--- src/rtl/seg_pkg.sv ---
// Shared types and helpers for the 7-segment scan controller.
package seg_pkg;

    typedef logic [6:0] seg_t;

    localparam seg_t SEG_OFF = 7'h7F;

    typedef enum logic {
        BLANK = 1'b0,
        ON    = 1'b1
    } scan_state_t;

    // Width needed to index n items; never less than one bit.
    function automatic int clog2(input int n);
        int r;
        r = 1;
        while ((1 << r) < n) r++;
        return r;
    endfunction

endpackage

--- src/rtl/seg_decode.sv ---
// Hex nibble to active-low 7-segment glyph, seg[0..6] = A..G.
module seg_decode
    import seg_pkg::*;
(
    input  logic [3:0] nib,
    output seg_t       seg
);

    always_comb begin
        seg = SEG_OFF;
        case (nib)
            4'h0: seg = 7'h40;
            4'h1: seg = 7'h79;
            4'h2: seg = 7'h24;
            4'h3: seg = 7'h30;
            4'h4: seg = 7'h19;
            4'h5: seg = 7'h12;
            4'h6: seg = 7'h02;
            4'h7: seg = 7'h78;
            4'h8: seg = 7'h00;
            4'h9: seg = 7'h10;
            4'hA: seg = 7'h08;
            4'hB: seg = 7'h03;
            4'hC: seg = 7'h46;
            4'hD: seg = 7'h21;
            4'hE: seg = 7'h06;
            4'hF: seg = 7'h0E;
            default: seg = SEG_OFF;
        endcase
    end

endmodule

--- src/rtl/seg_scan_ctrl.sv ---
// Multiplexed common-anode display scanner with frame-synchronous double buffer.
// Optional macro LEADING_ZERO_BLANK_EN suppresses leading zero digits.
module seg_scan_ctrl
    import seg_pkg::*;
#(
    parameter int DIGITS    = 8,
    parameter int DIV       = 50000,
    parameter int BLANK_CYC = 16
) (
    input  logic                  clk,
    input  logic                  rst_n,
    input  logic                  en,
    input  logic                  load,
    input  logic [4*DIGITS-1:0]   data,
    output logic [DIGITS-1:0]     an,
    output seg_t                  seg,
    output logic                  pending,
    output logic                  frame_done
);

    localparam int IW = clog2(DIGITS);
    localparam int CW = clog2(DIV);
    localparam logic [CW-1:0] CNT_MAX = CW'(DIV - 1);
    localparam logic [IW-1:0] IDX_MAX = IW'(DIGITS - 1);
    localparam logic [CW-1:0] BLK     = CW'(BLANK_CYC);

    scan_state_t          state, state_nxt;
    logic [CW-1:0]        cnt, cnt_nxt;
    logic [IW-1:0]        idx, idx_nxt;
    logic [4*DIGITS-1:0]  shadow, pend_buf;
    logic [DIGITS-1:0]    an_nxt;
    seg_t                 seg_nxt, dec_seg;
    logic [3:0]           nib;
    logic                 boundary;

    assign boundary = (cnt == CNT_MAX) && (idx == IDX_MAX);
    assign nib      = shadow[4*idx +: 4];

    seg_decode u_dec (
        .nib (nib),
        .seg (dec_seg)
    );

    always_comb begin
        state_nxt = state;
        cnt_nxt   = (cnt == CNT_MAX) ? '0 : cnt + 1'b1;
        idx_nxt   = (cnt != CNT_MAX) ? idx : ((idx == IDX_MAX) ? '0 : idx + 1'b1);
        an_nxt    = '1;
        seg_nxt   = SEG_OFF;
        if (!en) begin
            state_nxt = BLANK;
            cnt_nxt   = '0;
            idx_nxt   = '0;
        end else begin
            case (state)
                BLANK:   state_nxt = (cnt >= BLK) ? ON : BLANK;
                ON:      state_nxt = (cnt <  BLK) ? BLANK : ON;
                default: state_nxt = BLANK;
            endcase
            if (state_nxt == ON) begin
                an_nxt[idx] = 1'b0;
                seg_nxt     = dec_seg;
`ifdef LEADING_ZERO_BLANK_EN
                // Digit 0 is always shown so a zero value reads as one "0".
                if (idx != '0 && (shadow >> (4*idx)) == '0) begin
                    an_nxt  = '1;
                    seg_nxt = SEG_OFF;
                end
`endif
            end
        end
    end

    always_ff @(posedge clk) begin
        if (!rst_n) begin
            state      <= BLANK;
            cnt        <= '0;
            idx        <= '0;
            an         <= '1;
            seg        <= SEG_OFF;
            frame_done <= 1'b0;
            pending    <= 1'b0;
            shadow     <= '0;
            pend_buf   <= '0;
        end else begin
            state      <= state_nxt;
            cnt        <= cnt_nxt;
            idx        <= idx_nxt;
            an         <= an_nxt;
            seg        <= seg_nxt;
            frame_done <= en && boundary;
            // Commit takes the old pend_buf even when a load lands on the boundary.
            if (en && boundary && pending)
                shadow <= pend_buf;
            if (load) begin
                pend_buf <= data;
                pending  <= 1'b1;
            end else if (en && boundary) begin
                pending  <= 1'b0;
            end
        end
    end

endmodule

--- config.mk ---
export PLATFORM = sky130hd
export DESIGN_NAME = seg_scan_ctrl
export DESIGN_NICKNAME = d
export VERILOG_FILES = /design/src/rtl/seg_pkg.sv /design/src/rtl/seg_decode.sv /design/src/rtl/seg_scan_ctrl.sv
export SDC_FILE = /design/constraint.sdc
export NUM_CORES = 1
export LEC_CHECK = 0
export CORE_ASPECT_RATIO = 0.7
export CORE_MARGIN = 5
export CORE_UTILIZATION = 35
export DETAILED_ROUTE_END_ITERATION = 8
export PLACE_DENSITY = 0.58
export REMOVE_ABC_BUFFERS = 1
export SLEW_MARGIN = 20
export SYNTH_ARGS = -nofsm -noshare
export SYNTH_HDL_FRONTEND = slang
export SYNTH_SLANG_ARGS = --single-unit
--- constraint.sdc ---
create_clock -name clk -period 6.7 [get_ports clk]
set_clock_uncertainty 0.2 [all_clocks]
set_input_delay 0.67 -clock clk [delete_from_list [all_inputs] [get_ports clk]]
set_output_delay 0.67 -clock clk [all_outputs]
set_load 0.05 [all_outputs]
==> insert_results.sql, run 1 <==
INSERT INTO impl_metrics (metric_group, metric, value, unit) VALUES
('status', 'outcome', 'complete, no violations', ''),
('synth', 'post_synth_num_cell_types', '43', ''),
('cts', 'cts_made_buffers', '9', ''),
('timing', 'rsz_0062_raised_after_global_routing', 'no', ''),
('cts', 'worst_skew_pair.late_latency', '340', 'ps'),
('drt', 'routed-via-count', '3054', ''),
('synth', 'total_of_warnings_raised_by_yosys', '0', ''),
('cts', 'clock_sinks', '100', ''),
('drt', 'drt-pass1-iter-count', '4', ''),
('cts', 'max_clock_buf_depth', '2', ''),
('hold_path', 'min_delay_path_depth', '2', ''),
('place', 'post-dp-hpwl', '5930', 'um'),
('critical_path', 'timing.critical_path.required', '6690', 'ps'),
('drt', 'avgViaCountPerCell', '4.71', ''),
('critical_path', 'critPathMaxFanout', '21', ''),
('hold_path', 'whs_endpoint', 'shadow[1]', ''),
('synth', 'synth-seq-area-share', '0.467', ''),
('timing', 'finalCriticalPeriod', '3140', 'ps'),
('cells_and_area', 'nNetsFinal', '533', ''),
('cts', 'cts_tree', 'yes', ''),
('critical_path', 'critPathArrivalTime', '3130', 'ps'),
('floorplan', 'die_x', '142', 'um'),
('cts', 'cts_setup_buffers', '0', ''),
('drt', 'finalWirelength', '8740', 'um'),
('critical_path', 'timing.reg2reg.setup_slack', '3560', 'ps'),
('cells_and_area', 'antennaDiodeCount', '0', ''),
('power_and_ir_drop', 'leakage', '0.00190', 'uW'),
('floorplan', 'core_region_area', '0.0119', 'mm2'),
('critical_path', 'critical_path.endpoint_type', 'flop', ''),
('place', 'place.port_buffers', '52', ''),
('drt', 'post_drt_wl_per_cell', '13.5', 'um'),
('synth', 'synth.ff_latch_count', '100', ''),
('flow_run', 'maxCapViolations', '0', ''),
('floorplan', 'ioPinCount', '53', ''),
('place', 'place.detailed.instances', '633', ''),
('cts', 'h-tree-depth', '3', ''),
('cells_and_area', 'final_layout_size_suffix_gt1_frac', '0.0528', ''),
('global_routing', 'initial_antenna_violation_count', '0', ''),
('cts', 'ctsRootBufferMaster', 'clkbuf_16', ''),
('place', 'final_gp_congestion', '0.838', ''),
('drt', 'drc', '0', ''),
('cells_and_area', 'layoutNonFillerInstCount', '649', ''),
('synth', 'async_reset_ff_frac', '0', ''),
('timing', 'slew_violations', '0', ''),
('hold_path', 'tightest_hold_check_type', 'flop to flop', ''),
('critical_path', 'criticalPathCategory', 'flop to flop', ''),
('hold_path', 'hold_start', 'shadow[1]', ''),
('timing', 'finalHoldWorstSlack', '249', 'ps'),
('global_routing', 'maximum_number_of_pins_on_one_net_before_global_route_repair', '69', ''),
('cells_and_area', 'filler_cell_count', '1159', ''),
('synth', 'synthesis.area', '0.00429', 'mm2'),
('floorplan', 'num_rows', '33', ''),
('floorplan', 'fp.dieArea', '0.0146', 'mm2'),
('floorplan', 'die_height', '103', 'um'),
('cts', 'clk_pin_slew', '70', 'ps'),
('power_and_ir_drop', 'cellPowerDensity', '236', 'mW/mm2'),
('global_routing', 'overall_overflow_remaining_after_global_route', '0', ''),
('cts', 'cts_repair_resize_count', '0', ''),
('timing', 'max_slew.worst_pin.slew', '1000', 'ps'),
('global_routing', 'grt_pass1_wl', '14500', 'um'),
('power_and_ir_drop', 'max-vdd-ir-drop', '0.120', 'mV'),
('timing', 'max_freq', '319', 'MHz'),
('timing', 'final.setup.tns', '0', 'ps'),
('synth', 'yosys_most_used_dff', 'dfxtp_1', ''),
('cells_and_area', 'area_growth', '20.8', '%'),
('cts', 'postCtsHoldBufs', '0', ''),
('global_routing', 'first_global_vias', '2873', ''),
('timing', 'timing.max_slew.rel_slack', '0.333', ''),
('critical_path', 'crit_path_start_kind', 'flop', ''),
('timing', 'timing.final.setup_violations', '0', ''),
('drt', 'ant_nets', '0', ''),
('synth', 'synthesis.instances', '450', ''),
('synth', 'synth-edff-count', '0', ''),
('drt', 'drc_violation_total_after_the_first_tritonroute_iteration', '184', ''),
('critical_path', 'rr_worst_depth', '9', ''),
('timing', 'min_period_over_period', '0.469', ''),
('floorplan', 'start_util', '0.362', ''),
('critical_path', 'worst_r2r_endpoint', 'seg[3]', ''),
('timing', 'finalHoldViolations', '0', ''),
('global_routing', 'groute.usage.overall', '0.125', ''),
('critical_path', 'rr_startpoint', 'idx[0]', ''),
('synth', 'post_synth.cell_area_avg', '9.53', 'um2');
[logic make-up (layout without fill, tap and decap cells)]
logic type / count (synthesis) / after routing / synth area share
XOR/XNOR: 14 / 14 / 0.0286
flip-flops: 100 / 100 / 0.467
multiplexers: 52 / 52 / 0.130
adder cells (fa/ha/maj): 10 / 10 / 0.0292
AND/OR/NAND/NOR: 188 / 188 / 0.218
AO/OA/AOI/OAI: 49 / 49 / 0.0837
buffers and inverters: 37 / 79 / 0.0440
[power by group]
group / internal (uW) / switching, uW / total, uW / leakage, uW
sequential: 607 / 7.21 / 614 / 0.000813
clock: 337 / 214 / 551 / 0.000153
combinational: 36.7 / 23.1 / 59.8 / 0.000932
[stage by stage]
step / total power [uW] / setup slack [ps] / instance area [um2] / util
6_report: 1220 / 3560 / 5180 / 0.437
5_1_grt: 1270 / 3240 / 5180 / 0.437
4_1_cts: 1240 / 3570 / 5180 / 0.437
3_5_place_dp: 688 / 3600 / 4860 / 0.411
3_3_place_gp: 687 / 3590 / 4860 / 0.410
2_1_floorplan: 651 / 4120 / 4140 / -
[synth_stat cells, drive strengths merged, types with 2 or more instances]
cell	count	area share
dfxtp	100	0.47
nand2	77	0.067
mux2i	49	0.11
nor2b	34	0.050
a21boi	32	0.056
nor2	24	0.021
buf	14	0.024
clkbuf	13	0.011
nand3	12	0.014
ha	10	0.029
inv	10	0.0087
nor3	10	0.012
xnor2	8	0.016
xor2	6	0.012
and3	5	0.0073
nand2b	5	0.0073
or3	5	0.0073
a21oi	4	0.0047
nand4	4	0.0058
nor4	4	0.011
mux4	3	0.016
o221ai	3	0.0061
a221o	2	0.0047
nand4b	2	0.0041
o21ai	2	0.0023
o22ai	2	0.0029
or4	2	0.0044
[worst max-delay path by stage]
| stage | startpoint | end | slack, ps | cells after the start |
|---|---|---|---|---|
| 6_report | idx[0] | seg[3] | 3560 | 9 |
| 5_1_grt | idx[0] | seg[3] | 3240 | 9 |
| 4_1_cts | idx[0] | seg[3] | 3570 | 9 |
| 3_5_place_dp | idx[0] | seg[3] | 3600 | 9 |
| 3_3_place_gp | idx[0] | shadow[31] | 3590 | 6 |
| 2_1_floorplan | idx[0] | seg[4] | 4120 | 6 |
[layout make-up]
cell class              count  area [um2]  share of cell area
multi-input cells         313        2110               0.406
flip-flops and latches    100        2000               0.386
repair buffers             53         523               0.101
clock buffers              12         246              0.0476
well taps                 157         196              0.0379
clock inverters             4        72.6              0.0140
inverters                  10        37.5             0.00724
[layer usage]
layer | vias to the layer above | wire length (um) | track usage
met1 | 1398 | 4530 | 0.179
met3 | 8 | 438 | 0.0376
met4 | 0 | 98 | 0.0373
met5 | - | 0 | 0
met2 | 53 | 3680 | 0.182
li1 | 1595 | - | -
[worst max-delay path, cell delays in order, from the launching register on]
cell and delay (ps):
dfxtp_1 910, mux2i_1 270, o22ai_1 100, nor3_1 650, inv_1 160, ha_1 300
inv_1 80, mux2i_1 60, nor3_1 170, a31oi_1 100
[sequential cells by signal, summed over array words and instances, names as in the netlist]
| register | cells |
|---|---|
| shadow | 32 |
| pending | 1 |
| pend_buf | 32 |
| frame_done | 1 |
| seg | 7 |
| cnt | 16 |
| idx | 3 |
| an | 8 |
[cells in the final DEF, fill, tap and decap left out, types with 6 or more instances in the layout]
master / n
dfxtp_1: 100
nand2_1: 77
clkdlybuf4s50_1: 51
mux2i_1: 49
nor2b_1: 34
a21boi_1: 30
nor2_1: 24
nand3_1: 11
inv_1: 10
nor3_1: 10
ha_1: 10
clkbuf_16: 9
xnor2_1: 8
xor2_1: 6
Note: power is estimated with default switching activity, not from simulation.
==> run 2: changes to the inputs <==
Settings changed: PLACE_DENSITY 0.58 to 0.6.
Clock period 6.7 ns to 2.7 ns, I/O delays scaled along.
==> run 2 against run 1 <==
  * Critical endpoint unchanged
  * Routed wire length up 2.7%
  * Via count up 1.4%
  * Largest cell class unchanged
  * Critical path depth rose by 2
  * Setup slack worse by 3300 ps
  * Global-route usage grew 0.47 points
  * Critical path type unchanged
  * Register-to-register slack got worse by 3300 ps
  * Combinational power grew to 2.6 times the previous value
  * Cell area is 1.1% higher
==> insert_results.sql, run 2 (synthesis results as in run 1) <==
INSERT INTO impl_metrics (metric_group, metric, value, unit) VALUES
('cells_and_area', 'final_layout_size_suffix_gt1_frac', '0.0661', ''),
('cts', 'cts_repair_resize_count', '0', ''),
('floorplan', 'die_height', '103', 'um'),
('timing', 'timing.final.setup_violations', '0', ''),
('global_routing', 'grt_use_met2', '0.185', ''),
('timing', 'slew_violations', '0', ''),
('critical_path', 'crit_path_start_kind', 'flop', ''),
('power_and_ir_drop', 'cellPowerDensity', '575', 'mW/mm2'),
('floorplan', 'ioPinCount', '53', ''),
('power_and_ir_drop', 'max-vdd-ir-drop', '0.283', 'mV'),
('timing', 'final.setup.tns', '0', 'ps'),
('cells_and_area', 'area_growth', '22.2', '%'),
('global_routing', 'groute.usage.overall', '0.129', ''),
('timing', 'timing.max_slew.rel_slack', '0.587', ''),
('critical_path', 'critPathArrivalTime', '2450', 'ps'),
('cts', 'ctsRootBufferMaster', 'clkbuf_16', ''),
('power_and_ir_drop', 'leakage', '0.00194', 'uW'),
('timing', 'finalHoldViolations', '0', ''),
('cts', 'worst_skew_pair.late_latency', '340', 'ps'),
('timing', 'rsz_0062_raised_after_global_routing', 'no', ''),
('cts', 'clk_pin_slew', '60', 'ps'),
('cells_and_area', 'mostFrequentLayoutCell', 'dfxtp_1', ''),
('drt', 'avgViaCountPerCell', '4.72', ''),
('drt', 'ant_nets', '0', ''),
('cells_and_area', 'biggestRegsByFlops', 'pend_buf x32, shadow x32, cnt x16', ''),
('global_routing', 'maximum_number_of_pins_on_one_net_before_global_route_repair', '68', ''),
('cts', 'max_clock_buf_depth', '2', ''),
('global_routing', 'grt.busiest_layer', 'met1', ''),
('place', 'final_gp_congestion', '0.851', ''),
('cts', 'clock_sinks', '100', ''),
('cells_and_area', 'final_util', '0.442', ''),
('place', 'post-dp-hpwl', '6440', 'um'),
('floorplan', 'num_rows', '33', ''),
('timing', 'min_period_over_period', '0.906', ''),
('timing', 'max_slew.worst_pin.slew', '614', 'ps'),
('cells_and_area', 'nNetsFinal', '542', ''),
('flow_run', 'maxCapViolations', '0', ''),
('global_routing', 'met3_grt_util', '0.0362', ''),
('drt', 'drc_violation_total_after_the_first_tritonroute_iteration', '126', ''),
('cts', 'cts_made_buffers', '9', ''),
('hold_path', 'tightest_hold_check_type', 'primary input to flop', ''),
('drt', 'post_drt_wl_per_cell', '13.7', 'um'),
('timing', 'timing.final.ws_setup', '253', 'ps'),
('global_routing', 'first_global_vias', '3045', ''),
('global_routing', 'grt.met1_usage', '0.188', ''),
('floorplan', 'start_util', '0.362', ''),
('floorplan', 'fp.dieArea', '0.0146', 'mm2'),
('cells_and_area', 'antennaDiodeCount', '0', ''),
('global_routing', 'initial_antenna_violation_count', '0', ''),
('critical_path', 'critical_path.endpoint_type', 'flop', ''),
('drt', 'drt-pass1-iter-count', '4', ''),
('floorplan', 'die_x', '142', 'um'),
('place', 'place.port_buffers', '52', ''),
('cts', 'postCtsHoldBufs', '0', ''),
('global_routing', 'overall_overflow_remaining_after_global_route', '0', ''),
('cts', 'cts_setup_buffers', '0', ''),
('critical_path', 'criticalPathCategory', 'flop to flop', ''),
('cells_and_area', 'most-common-layout-cells', 'dfxtp_1, nand2_1, clkdlybuf4s50_1', ''),
('critical_path', 'timing.critical_path.required', '2700', 'ps'),
('status', 'outcome', 'complete, no violations', ''),
('drt', 'routed-via-count', '3096', ''),
('critical_path', 'critPathMaxFanout', '17', ''),
('floorplan', 'core_region_area', '0.0119', 'mm2'),
('drt', 'finalWirelength', '8980', 'um'),
('cts', 'cts_tree', 'yes', ''),
('drt', 'drc', '0', ''),
('cts', 'h-tree-depth', '3', ''),
('timing', 'finalCriticalPeriod', '2450', 'ps'),
('timing', 'max_freq', '409', 'MHz'),
('global_routing', 'grt_pass1_wl', '15100', 'um'),
('place', 'pre_cts_ws', '181', 'ps');
-- run 2: cell count changes in the layout (fill, tap and decap cells not counted), sizes merged --
cell,delta
clkdlybuf4s50,-1
buf,+10
clkinvlp,-1
clkinv,-1
-- run 2: path summary, 6_finish.rpt --
path	slack, ps	start	depth (start not counted)	endpoint
worst max-delay path	250	idx[0]	11	seg[3]
worst min-delay path	80	rst_n	3	idx[2]
worst max register to register	250	idx[0]	11	seg[3]
worst min register to register	250	shadow[7]	2	shadow[7]
-- run 2: area by class of cell --
class	count	area, um2
clock buffers	12	246
well taps	157	196
inverters	10	37.5
multi-input cells	313	2100
clock inverters	2	60.1
repair buffers	62	598
fillers	1126	6610
flip-flops and latches	100	2000
-- run 2: critical path, cell delays in order (launching register included) --
cell and delay (ps):
dfxtp_1 430, buf_4 280, mux2i_1 240, o22ai_1 100, nor3_1 170, buf_4 180
inv_1 70, ha_1 250, inv_1 80, mux2i_1 60, nor3_1 170, a31oi_1 80
-- run 2: per-stage QoR --
step,hold WS [ps],instance area (um2),power [uW],instances
after detailed placement,242,4930,1710,642
after floorplan,198,4140,1620,423
after global routing,107,5240,3130,656
after CTS,72.0,5240,3060,656
after global placement,241,4930,1710,642
final,81.4,5240,3010,656
-- run 2: where the power goes --
part,switching [uW],internal (uW)
logic,60.2,93.2
registers,17.8,1510
clock network,509,827
total,587,2430
-- run 2: per-layer routing --
metal,up-vias,share of wire
li1,1608,-
met1,1417,0.52
met2,57,0.41
met3,14,0.056
met4,0,0.019
met5,-,0
==> run 3: changes to the inputs <==
Settings changed: REMOVE_ABC_BUFFERS 1 to not set.
==> run 3 against run 2 <==
  * Cell count is 0.15% higher
  * First-iteration DRC count is 17% higher
  * Flip-flop and latch count stayed put
  * Combinational power hardly changed
  * Maximum frequency is 0.91% higher
  * Critical path depth stayed put
  * Register-to-register slack better by 20 ps
  * Die area stayed put
  * Hold slack better by 170 ps
  * Setup slack better by 22 ps
  * Utilization is 0.17 points higher
  * Global-route usage is 0.15 points lower
  * Largest cell class unchanged
  * Highest routed layer unchanged
==> insert_results.sql, run 3 (synthesis results as in run 1) <==
INSERT INTO impl_metrics (metric_group, metric, value, unit) VALUES
('power_and_ir_drop', 'leakage', '0.00194', 'uW'),
('timing', 'finalHoldViolations', '0', ''),
('cells_and_area', 'mostFrequentLayoutCell', 'dfxtp_1', ''),
('cells_and_area', 'layoutNonFillerInstCount', '657', ''),
('timing', 'final.setup.tns', '0', 'ps'),
('cells_and_area', 'multi_input_area', '0.00210', 'mm2'),
('place', 'post-dp-hpwl', '6250', 'um'),
('timing', 'slew_violations', '0', ''),
('power_and_ir_drop', 'max-vdd-ir-drop', '0.282', 'mV'),
('floorplan', 'die_height', '103', 'um'),
('cts', 'cts_setup_buffers', '0', ''),
('cells_and_area', 'area_growth', '22.6', '%'),
('drt', 'routed-via-count', '3119', ''),
('hold_path', 'min_delay_path_depth', '2', ''),
('timing', 'max_slew.worst_pin.slew', '611', 'ps'),
('global_routing', 'overall_overflow_remaining_after_global_route', '0', ''),
('timing', 'min_period_over_period', '0.898', ''),
('place', 'final_gp_congestion', '0.825', ''),
('cells_and_area', 'antennaDiodeCount', '0', ''),
('critical_path', 'critical_path.endpoint_type', 'flop', ''),
('cells_and_area', 'most-common-layout-cells', 'dfxtp_1, nand2_1, clkdlybuf4s50_1', ''),
('drt', 'drc_violation_total_after_the_first_tritonroute_iteration', '148', ''),
('critical_path', 'timing.reg2reg.setup_slack', '280', 'ps'),
('cts', 'cts_made_buffers', '9', ''),
('cts', 'worst_skew_pair.late_latency', '350', 'ps'),
('floorplan', 'start_util', '0.362', ''),
('cts', 'clk_pin_slew', '70', 'ps'),
('place', 'pre_cts_ws', '67.5', 'ps'),
('floorplan', 'fp.dieArea', '0.0146', 'mm2'),
('cells_and_area', 'biggestRegsByFlops', 'pend_buf x32, shadow x32, cnt x16', ''),
('timing', 'rsz_0062_raised_after_global_routing', 'no', ''),
('cts', 'cts_tree', 'yes', ''),
('flow_run', 'maxCapViolations', '0', ''),
('drt', 'drt-pass1-iter-count', '4', ''),
('critical_path', 'critPathArrivalTime', '2440', 'ps'),
('cells_and_area', 'seqCellArea', '0.00200', 'mm2'),
('critical_path', 'criticalPathCategory', 'flop to flop', ''),
('drt', 'drc', '0', ''),
('timing', 'timing.final.setup_violations', '0', ''),
('floorplan', 'core_region_area', '0.0119', 'mm2'),
('drt', 'finalWirelength', '8850', 'um'),
('hold_path', 'whs_endpoint', 'shadow[17]', ''),
('status', 'outcome', 'complete, no violations', ''),
('global_routing', 'grt_pass1_wl', '15000', 'um'),
('synth', 'synth_fp_nets', '496', ''),
('global_routing', 'first_global_vias', '3038', ''),
('critical_path', 'rr_startpoint', 'idx[0]', ''),
('hold_path', 'tightest_hold_check_type', 'flop to flop', ''),
('place', 'place.detailed.instances', '641', ''),
('cts', 'max_clock_buf_depth', '2', ''),
('floorplan', 'die_x', '142', 'um'),
('timing', 'timing.max_slew.rel_slack', '0.589', ''),
('drt', 'ant_nets', '0', ''),
('global_routing', 'maximum_number_of_pins_on_one_net_before_global_route_repair', '59', ''),
('cts', 'ctsRootBufferMaster', 'clkbuf_16', ''),
('critical_path', 'crit_path_start_kind', 'flop', ''),
('drt', 'post_drt_wl_per_cell', '13.5', 'um'),
('critical_path', 'rr_worst_depth', '11', ''),
('cts', 'clock_sinks', '100', ''),
('cells_and_area', 'final_layout_size_suffix_gt1_frac', '0.0740', ''),
('timing', 'timing.final.ws_setup', '275', 'ps'),
('place', 'place.port_buffers', '52', ''),
('cells_and_area', 'final_util', '0.444', ''),
('global_routing', 'initial_antenna_violation_count', '0', ''),
('critical_path', 'timing.critical_path.required', '2720', 'ps'),
('hold_path', 'hold_start', 'shadow[17]', ''),
('power_and_ir_drop', 'cellPowerDensity', '572', 'mW/mm2'),
('timing', 'finalCriticalPeriod', '2420', 'ps'),
('cts', 'h-tree-depth', '3', ''),
('cells_and_area', 'filler_cell_count', '1099', ''),
('timing', 'max_freq', '412', 'MHz'),
('critical_path', 'worst_r2r_endpoint', 'seg[3]', ''),
('drt', 'avgViaCountPerCell', '4.75', ''),
('timing', 'finalHoldWorstSlack', '254', 'ps'),
('floorplan', 'num_rows', '33', ''),
('global_routing', 'groute.usage.overall', '0.128', ''),
('critical_path', 'critPathMaxFanout', '14', ''),
('cells_and_area', 'nNetsFinal', '541', ''),
('floorplan', 'ioPinCount', '53', '');
-- run 3: repair_timing --
action,4_1_cts,5_1_grt
endpoints found under the setup margin,0,5
hold buffers,0,0
resized for setup,0,3
-- run 3: final cells by class --
class,instances,area share
Clock buffer,11,0.0480
Multi-Input combinational cell,313,0.400
Sequential cell,100,0.381
Inverter,10,0.00713
Tap cell,157,0.0373
Clock inverter,5,0.0112
Timing Repair Buffer,61,0.116
-- run 3: report_power, final --
part / switching, uW / internal, uW / total, uW
registers: 18.3 / 1510 / 1520
logic: 57.2 / 93.7 / 151
clock network: 563 / 771 / 1330
total: 638 / 2370 / 3010
-- run 3: critical path: stages, from the launching register on --
cell and delay, ps:
dfxtp_2 450, buf_4 250, mux2i_1 220, o22ai_1 90, nor3_1 220, buf_4 200
inv_1 60, ha_1 240, inv_1 80, mux2i_1 70, nor3_1 150, a31oi_1 60
-- run 3: worst max-delay path by stage --
stage                     slack, ps   start     end
after floorplan                 300  idx[0]  seg[4]
after global placement          190  idx[0]  seg[6]
after detailed placement         70  idx[0]  seg[6]
after CTS                        40  idx[0]  seg[6]
after global routing              6  cnt[0]  cnt[9]
final                           280  idx[0]  seg[3]
-- run 3: stage by stage --
step	power [uW]	cell area, um2
floorplan	1640	4290
global placement	1710	4940
detailed placement	1710	4940
CTS	3040	5260
global route	3130	5260
finish	3010	5260
-- run 3: routing by layer --
metal,global-route usage,routed length [um]
met5,0,0
met4,0.0373,84
met3,0.0399,435
met2,0.187,3710
met1,0.182,4620
